==> config.mk <==
export PLATFORM = sky130hd
export DESIGN_NAME = adc_spi_capture
export DESIGN_NICKNAME = d
export VERILOG_FILES = /design/src/rtl/adc_spi_capture.sv
export SDC_FILE = /design/constraint.sdc
export NUM_CORES = 1
export LEC_CHECK = 0
export CAP_MARGIN = 20
export CORE_ASPECT_RATIO = 1.1
export CORE_MARGIN = 2
export CORE_UTILIZATION = 45
export CTS_CLUSTER_SIZE = 25
export DETAILED_ROUTE_END_ITERATION = 10
export HOLD_SLACK_MARGIN = 0.12
export PLACE_DENSITY = 0.76
export SYNTH_ARGS = -nofsm -noshare
export SYNTH_HDL_FRONTEND = slang
export SYNTH_SLANG_ARGS = --single-unit
export TNS_END_PERCENT = 50
==> constraint.sdc <==
create_clock -name clk_i -period 3.1 [get_ports clk_i]
set_input_delay 0.93 -clock clk_i [delete_from_list [all_inputs] [get_ports clk_i]]
set_output_delay 0.93 -clock clk_i [all_outputs]
set_load 0.01 [all_outputs]
==> src/rtl/adc_spi_capture.sv <==
// adc_spi_capture: periodic 16-clock serial read of an AD7476-class 12-bit ADC.
// Each frame is 4 leading zeros followed by 12 data bits, MSB first. The
// captured sample is presented on ADC_o with a one-cycle dataf_o strobe.
// Frames with a nonzero leading bit raise fmt_err_o. Conversion requests that
// arrive while a frame is in progress are dropped and latch ovr_o.
module adc_spi_capture #(
  parameter int CLK_DIV       = 4,     // clk_i cycles per SCLK half-period (>= 2)
  parameter int SAMPLE_PERIOD = 1000   // clk_i cycles between conversion starts
) (
  input  logic        clk_i,
  input  logic        reset,          // asynchronous, active low
  input  logic        en_i,
  input  logic        adc_sdata_i,
  output logic        adc_cs_n_o,
  output logic        adc_sclk_o,
  output logic [11:0] ADC_o,
  output logic        dataf_o,
  output logic        fmt_err_o,
  output logic        ovr_o,
  output logic        busy_o
);

  localparam int CW = $clog2(SAMPLE_PERIOD + 1);
  localparam int DW = (CLK_DIV > 2) ? $clog2(CLK_DIV) : 1;
  localparam logic [CW-1:0] CNT_LAST = CW'(SAMPLE_PERIOD - 1);
  localparam logic [DW-1:0] DIV_LAST = DW'(CLK_DIV - 1);

  typedef enum logic [2:0] {
    IDLE     = 3'd0,
    CS_SETUP = 3'd1,
    SHIFT    = 3'd2,
    DONE     = 3'd3,
    QUIET    = 3'd4
  } state_t;

  // Sample timer
  logic [CW-1:0] cnt_reg, cnt_next;
  logic          tick;

  // FSM and datapath state
  state_t        state_reg, state_next;
  logic [DW-1:0] div_reg, div_next;       // cycles spent in current phase
  logic [3:0]    bit_reg, bit_next;       // bit index within the frame
  logic          phase_reg, phase_next;   // 0 = sclk low half, 1 = sclk high half
  logic [15:0]   shift_reg, shift_next;

  // Registered outputs
  logic          cs_n_reg, cs_n_next;
  logic          sclk_reg, sclk_next;
  logic [11:0]   adc_reg, adc_next;
  logic          dataf_reg, dataf_next;
  logic          fmt_reg, fmt_next;
  logic          ovr_reg, ovr_next;
  logic          busy_reg, busy_next;

  // The counter rests at its terminal value while disabled, so the very first
  // cycle that sees en_i high already produces a tick.
  assign tick = en_i && (cnt_reg == CNT_LAST);

  // Next value of the sample timer
  always_comb begin
    cnt_next = cnt_reg;
    if (!en_i) begin
      cnt_next = CNT_LAST;
    end else if (tick) begin
      cnt_next = '0;
    end else begin
      cnt_next = cnt_reg + 1'b1;
    end
  end

  // Sample timer register
  always_ff @(posedge clk_i or negedge reset) begin
    if (!reset) begin
      cnt_reg <= CNT_LAST;
    end else begin
      cnt_reg <= cnt_next;
    end
  end

  // Next-state and next-output logic; outputs are computed for the state being
  // entered so that every port comes straight from a flop.
  always_comb begin
    state_next = state_reg;
    div_next   = div_reg;
    bit_next   = bit_reg;
    phase_next = phase_reg;
    shift_next = shift_reg;
    cs_n_next  = cs_n_reg;
    sclk_next  = sclk_reg;
    adc_next   = adc_reg;
    dataf_next = 1'b0;
    fmt_next   = fmt_reg;
    // A tick that cannot start a frame is lost, not queued.
    ovr_next   = ovr_reg | (tick && (state_reg != IDLE));

    case (state_reg)
      IDLE: begin
        if (tick) begin
          state_next = CS_SETUP;
          div_next   = '0;
          cs_n_next  = 1'b0;
          sclk_next  = 1'b1;
        end
      end

      CS_SETUP: begin
        if (div_reg == DIV_LAST) begin
          state_next = SHIFT;
          div_next   = '0;
          bit_next   = '0;
          phase_next = 1'b0;
          sclk_next  = 1'b0;
        end else begin
          div_next = div_reg + 1'b1;
        end
      end

      SHIFT: begin
        if (div_reg == DIV_LAST) begin
          div_next = '0;
          if (!phase_reg) begin
            // Last low cycle: the ADC has had a full half-period to settle.
            shift_next = {shift_reg[14:0], adc_sdata_i};
            phase_next = 1'b1;
            sclk_next  = 1'b1;
          end else if (bit_reg == 4'd15) begin
            // Frame complete: publish the sample as DONE is entered.
            state_next = DONE;
            cs_n_next  = 1'b1;
            sclk_next  = 1'b1;
            dataf_next = 1'b1;
            adc_next   = shift_reg[11:0];
            fmt_next   = |shift_reg[15:12];
          end else begin
            bit_next   = bit_reg + 1'b1;
            phase_next = 1'b0;
            sclk_next  = 1'b0;
          end
        end else begin
          div_next = div_reg + 1'b1;
        end
      end

      DONE: begin
        state_next = QUIET;
        div_next   = '0;
      end

      QUIET: begin
        if (div_reg == DIV_LAST) begin
          state_next = IDLE;
        end else begin
          div_next = div_reg + 1'b1;
        end
      end

      default: begin
        state_next = IDLE;
        cs_n_next  = 1'b1;
        sclk_next  = 1'b1;
      end
    endcase

    busy_next = (state_next != IDLE);
  end

  // FSM, shift register and output registers
  always_ff @(posedge clk_i or negedge reset) begin
    if (!reset) begin
      state_reg <= IDLE;
      div_reg   <= '0;
      bit_reg   <= '0;
      phase_reg <= 1'b0;
      shift_reg <= '0;
      cs_n_reg  <= 1'b1;
      sclk_reg  <= 1'b1;
      adc_reg   <= '0;
      dataf_reg <= 1'b0;
      fmt_reg   <= 1'b0;
      ovr_reg   <= 1'b0;
      busy_reg  <= 1'b0;
    end else begin
      state_reg <= state_next;
      div_reg   <= div_next;
      bit_reg   <= bit_next;
      phase_reg <= phase_next;
      shift_reg <= shift_next;
      cs_n_reg  <= cs_n_next;
      sclk_reg  <= sclk_next;
      adc_reg   <= adc_next;
      dataf_reg <= dataf_next;
      fmt_reg   <= fmt_next;
      ovr_reg   <= ovr_next;
      busy_reg  <= busy_next;
    end
  end

  assign adc_cs_n_o = cs_n_reg;
  assign adc_sclk_o = sclk_reg;
  assign ADC_o      = adc_reg;
  assign dataf_o    = dataf_reg;
  assign fmt_err_o  = fmt_reg;
  assign ovr_o      = ovr_reg;
  assign busy_o     = busy_reg;

endmodule

=== Word-level counts from Yosys, hierarchy flattened ===
Cells that the tools add are included.

* Mux-type cells: 33
* Reduce and logical (&&, ||, !) cells: 18
* Bitwise operators: 4
* Add/subtract/negate cells: 3
* Eq/ne operators: 14

{| class="wikitable"
|+ Operators by type and width
! cell !! number
|-
| 10-bit two-way mux || 2
|-
| 3-bit two-way mux || 6
|-
| 4-bit two-way mux || 4
|-
| 3-bit case mux with 5 select lines || 1
|-
| 2-bit != test (second input constant) || 7
|-
| 1-bit two-way mux || 12
|-
| 10-bit by 1-bit adder with 10-bit output (second input constant) || 1
|-
| 10-bit equality test (second input constant) || 1
|-
| 5-bit AND reduction || 2
|-
| 3-bit AND reduction || 3
|-
| 2-bit case mux with 4 select lines || 1
|-
| 4-bit case mux with 2 select lines || 1
|-
| 4-bit AND reduction || 2
|-
| 3-bit by 2-bit equality test with 1-bit output (second input constant) || 2
|-
| 2-bit two-way mux || 3
|-
| 3-bit nonzero test || 2
|-
| 4-bit by 1-bit adder with 4-bit output (second input constant) || 1
|-
| 4-bit equality test (second input constant) || 1
|-
| 1-bit case mux with 4 select lines || 1
|-
| 4-bit nonzero test || 1
|-
| 2-bit OR reduction || 2
|-
| 4-bit OR reduction || 1
|-
| 3-bit by 1-bit equality test with 1-bit output (second input constant) || 1
|-
| 3-bit equality test (second input constant) || 1
|-
| other kinds (10) || 13
|}

* Flip-flop bits (word level): 54
* Word-level logic and storage cells: 85
* Input bits: 4

=== Depth between registers and ports, before layout ===
* Word-level depth: 6
* Depth in mapped cells: 6

=== Least setup slack after synthesis ===
OpenSTA, ideal clock, no wires.

* Path kind: input -> register
* From: in en_i
* To: reg div_reg[1]
* Library setup time: 0.128 ns
* Arrival time: 1.925 ns
* Data required time: 2.972 ns
* Setup slack: 1.047 ns
* Stages: 5
* Path through: nand4_1 -> or3_1 -> buf_6 -> a21oi_4 -> mux2_1

* Word-level cells in the longest chain between the ends: 3

{| class="wikitable"
|+ RTL lines
! item !! RTL line !! text
|-
| start, declared || 12 || <nowiki>input logic en_i,</nowiki>
|-
| 1-bit logical AND || 58 || <nowiki>assign tick = en_i && (cnt_reg == CNT_LAST);</nowiki>
|-
| 2-bit != test (no line) || -- ||
|-
| 3-bit AND reduction (no line) || -- ||
|-
| end signal, assigned || 185 || <nowiki>div_reg <= div_next;</nowiki>
|-
| end, declared || 42 || <nowiki>logic [DW-1:0] div_reg, div_next;</nowiki>
|}

Every way passes these cells.
A chain may end at the register's enable or synchronous reset.

=== Final worst setup path ===
Ends and elaborated chain as after synthesis.

==> results.txt <==
status: complete, no violations
crit-path cells: clkdlybuf4s50_1 > nand4_1 > or3_1 > a21oi_4 > mux2_1
nets: 234
input/output buffers: 21
first-pass GRT wire length: 7440 um
Mapped Area: 2490 um2
clk slew on worst S/H paths: 0.09 ns
Syn-to-layout area delta: 15.1%
Initial Util: 0.465
met3 Usage GRT: 0.0368
Detail Route Antenna Nets: 0
XOR/XNOR Fraction of Synth Area: 0.0176
final count of hold timing violations: 0
commonest non-fill, non-tap cell in the layout: dfrtp_1
most frequent cells in the layout: dfrtp_1 (44), clkdlybuf4s50_1 (20), mux2_2 (19)
Req. time, crit path: 3.29 ns
layout cell share with drive strength beyond 1: 0.215
busiest grt layer: met2
number of cell rows: 28
Power per Cell Area: 743 nW/um2
Max Slew Vio Count: 0
Worst Tran Pin Value: 0.656 ns
Post-synth EDFFs: 0
# IOs: 22
grt total ovfl: 0
DP HPWL: 2770 um
largest net degree at the start of global routing: 55
via count: 1652
final wirelength: 4250 um
Synth Area in Simple Gates: 0.141
clock skew: 0.00627 ns
Crit path buffers/inverters: 1
DIE WIDTH: 74.9 um
relative slew slack: 0.563
Max Clk Rate: 0.416 GHz
# diodes: 0
M2 GR Usage: 0.252
M1 GR Usage: 0.210
Synth async-reset ratio: 1.00
crit share post-route: 0.776
Total Neg Setup Slack: 0 ns
final RePlAce weighted congestion: 0.831
Gate Count Post-Synth: 207
Worst Hold Class: flop to flop
kind of critical path: primary input to flop
Ys Warns: 0
Synth cell types: 51
Syn Area/Cell: 12.0 um2
crit-path max FO: 10
WP data arrival: 2.60 ns
Synth Register Bits: 54
drt drc: 0
vias per std cell: 5.45
Clock Sinks: 54
H-tree levels: 2
main combinational cell family by area after synthesis: multiplexers
gr usage total: 0.159
Peak VDD IR: 0.000318 V
CP top delay family: simple AND/OR/NAND/NOR gates
r2r setup slk: 0.90 ns
Final Setup Violations: 0
mux cell area share after synthesis: 0.148
CTS buffer count: 5
max reg flops: 16
core area: 5360 um2
clk_lat worst skew: 0.31 ns
sequential area share after synthesis: 0.547
Util after Layout: 0.535
Lkg Pwr: 1.29 nW
syn_nets: 214
endpoint class of the critical path: flop
slowest stage delay, CP: 0.52 ns
RSZ-0062 raised after global routing: false
Worst setup SP type: primary input
WL per Instance: 14.0 um
Chip Height: 82.0 um
slowest CP cell: or3_1
ys flop type: dfrtp_1
post-cts resize count: 0
TritonRoute pass-1 iters: 4
post-layout min period: 2.40 ns
Max Cap Viol: 0
Max Buffers Root-to-Sink: 2
Synth Area in Compound Gates: 0.102
Clock Tree Root: clkbuf_8
CTS Hold Bufs: 0
CTS tree: yes
Post-CTS Repair Setup Buffers: 0
number of global-route vias before repair: 1621
initial antenna violation count: 0
Iter 0 DRT Violations: 116
Post-Synth Adder-Cell Area: 0.0151
die area: 6150 um2
## metal layers
layer	share of wire	routed length, um	vias up
met5	0	0	-
met4	0.016	68	0
met3	0.033	140	6
met2	0.47	2010	23
met1	0.48	2030	834
li1	-	-	789
## synth_stat cells (3+ instances only)
master / count / area, um2
a21oi_1: 4 / 20.0
and3_1: 3 / 18.8
nand3_1: 8 / 40.0
nand2b_1: 3 / 18.8
xnor2_1: 5 / 43.8
o21ai_0: 9 / 45.0
inv_1: 4 / 15.0
ha_1: 3 / 37.5
mux2_2: 19 / 214
dfrtp_1: 44 / 1100
nand2_1: 11 / 41.3
or3_1: 3 / 18.8
nor2_1: 12 / 45.0
nor3_1: 5 / 25.0
mux2_1: 11 / 124
clkbuf_1: 5 / 18.8
mux2i_1: 3 / 30.0
dfstp_2: 10 / 263
## report_power, final
part	total [W]	internal [W]	switching [W]	leakage, nW
registers	0.00105	0.000853	0.000194	0.695
clock network	0.000475	0.000242	0.000232	0.0585
logic	0.000608	0.000295	0.000313	0.538
total	0.00213	0.00139	0.000739	1.29
## cell type report
type	count	area [um2]
multi-input combinational	138	1050
inverter	4	15.0
timing repair buffer	24	228
tap	75	93.8
clock inverter	3	43.8
clock buffer	5	68.8
sequential	54	1360
fill	455	2490
## worst paths after layout
path / cells past startpoint / from / to
min in group asynchronous: 2 / reset / ADC_o[5]
max in group asynchronous: 2 / reset / div_reg[1]
max: 5 / en_i / div_reg[1]
min: 1 / ovr_o / ovr_o
min reg2reg: 1 / ovr_o / ovr_o
max reg2reg: 5 / cnt_reg[0] / div_reg[1]
## metrics by stage
stage                     cell area [um2]  hold WS [ns]  total power (W)  worst slack [ns]  instances
after global routing                 2870         0.518          0.00229             0.644        303
after floorplan                      2490         0.462          0.00151              1.05        207
after CTS                            2870         0.488          0.00214             0.715        303
after detailed placement             2750         0.462          0.00166             0.400        295
final                                2870         0.482          0.00213             0.696        303
after global placement               2750         0.460          0.00164             0.416        295
## cell families after synthesis
| kind of cell | after synthesis |
|---|---|
| DFF | 54 |
| AOI/OAI and AO/OA | 36 |
| buffers and inverters | 15 |
| xor gates and xnor gates | 5 |
| muxes | 33 |
| and+or+nand+nor | 61 |
| adders and majority gates | 3 |
## worst reg2reg max path, delay by kind of cell (launching register included)
family / cells / cell delay [ns]
compound gates: 1 / 0.20
mux: 1 / 0.33
flops: 1 / 0.55
simple gates: 2 / 0.76
fa+ha+maj: 1 / 0.25
Note: power is estimated with default switching activity, not from simulation.
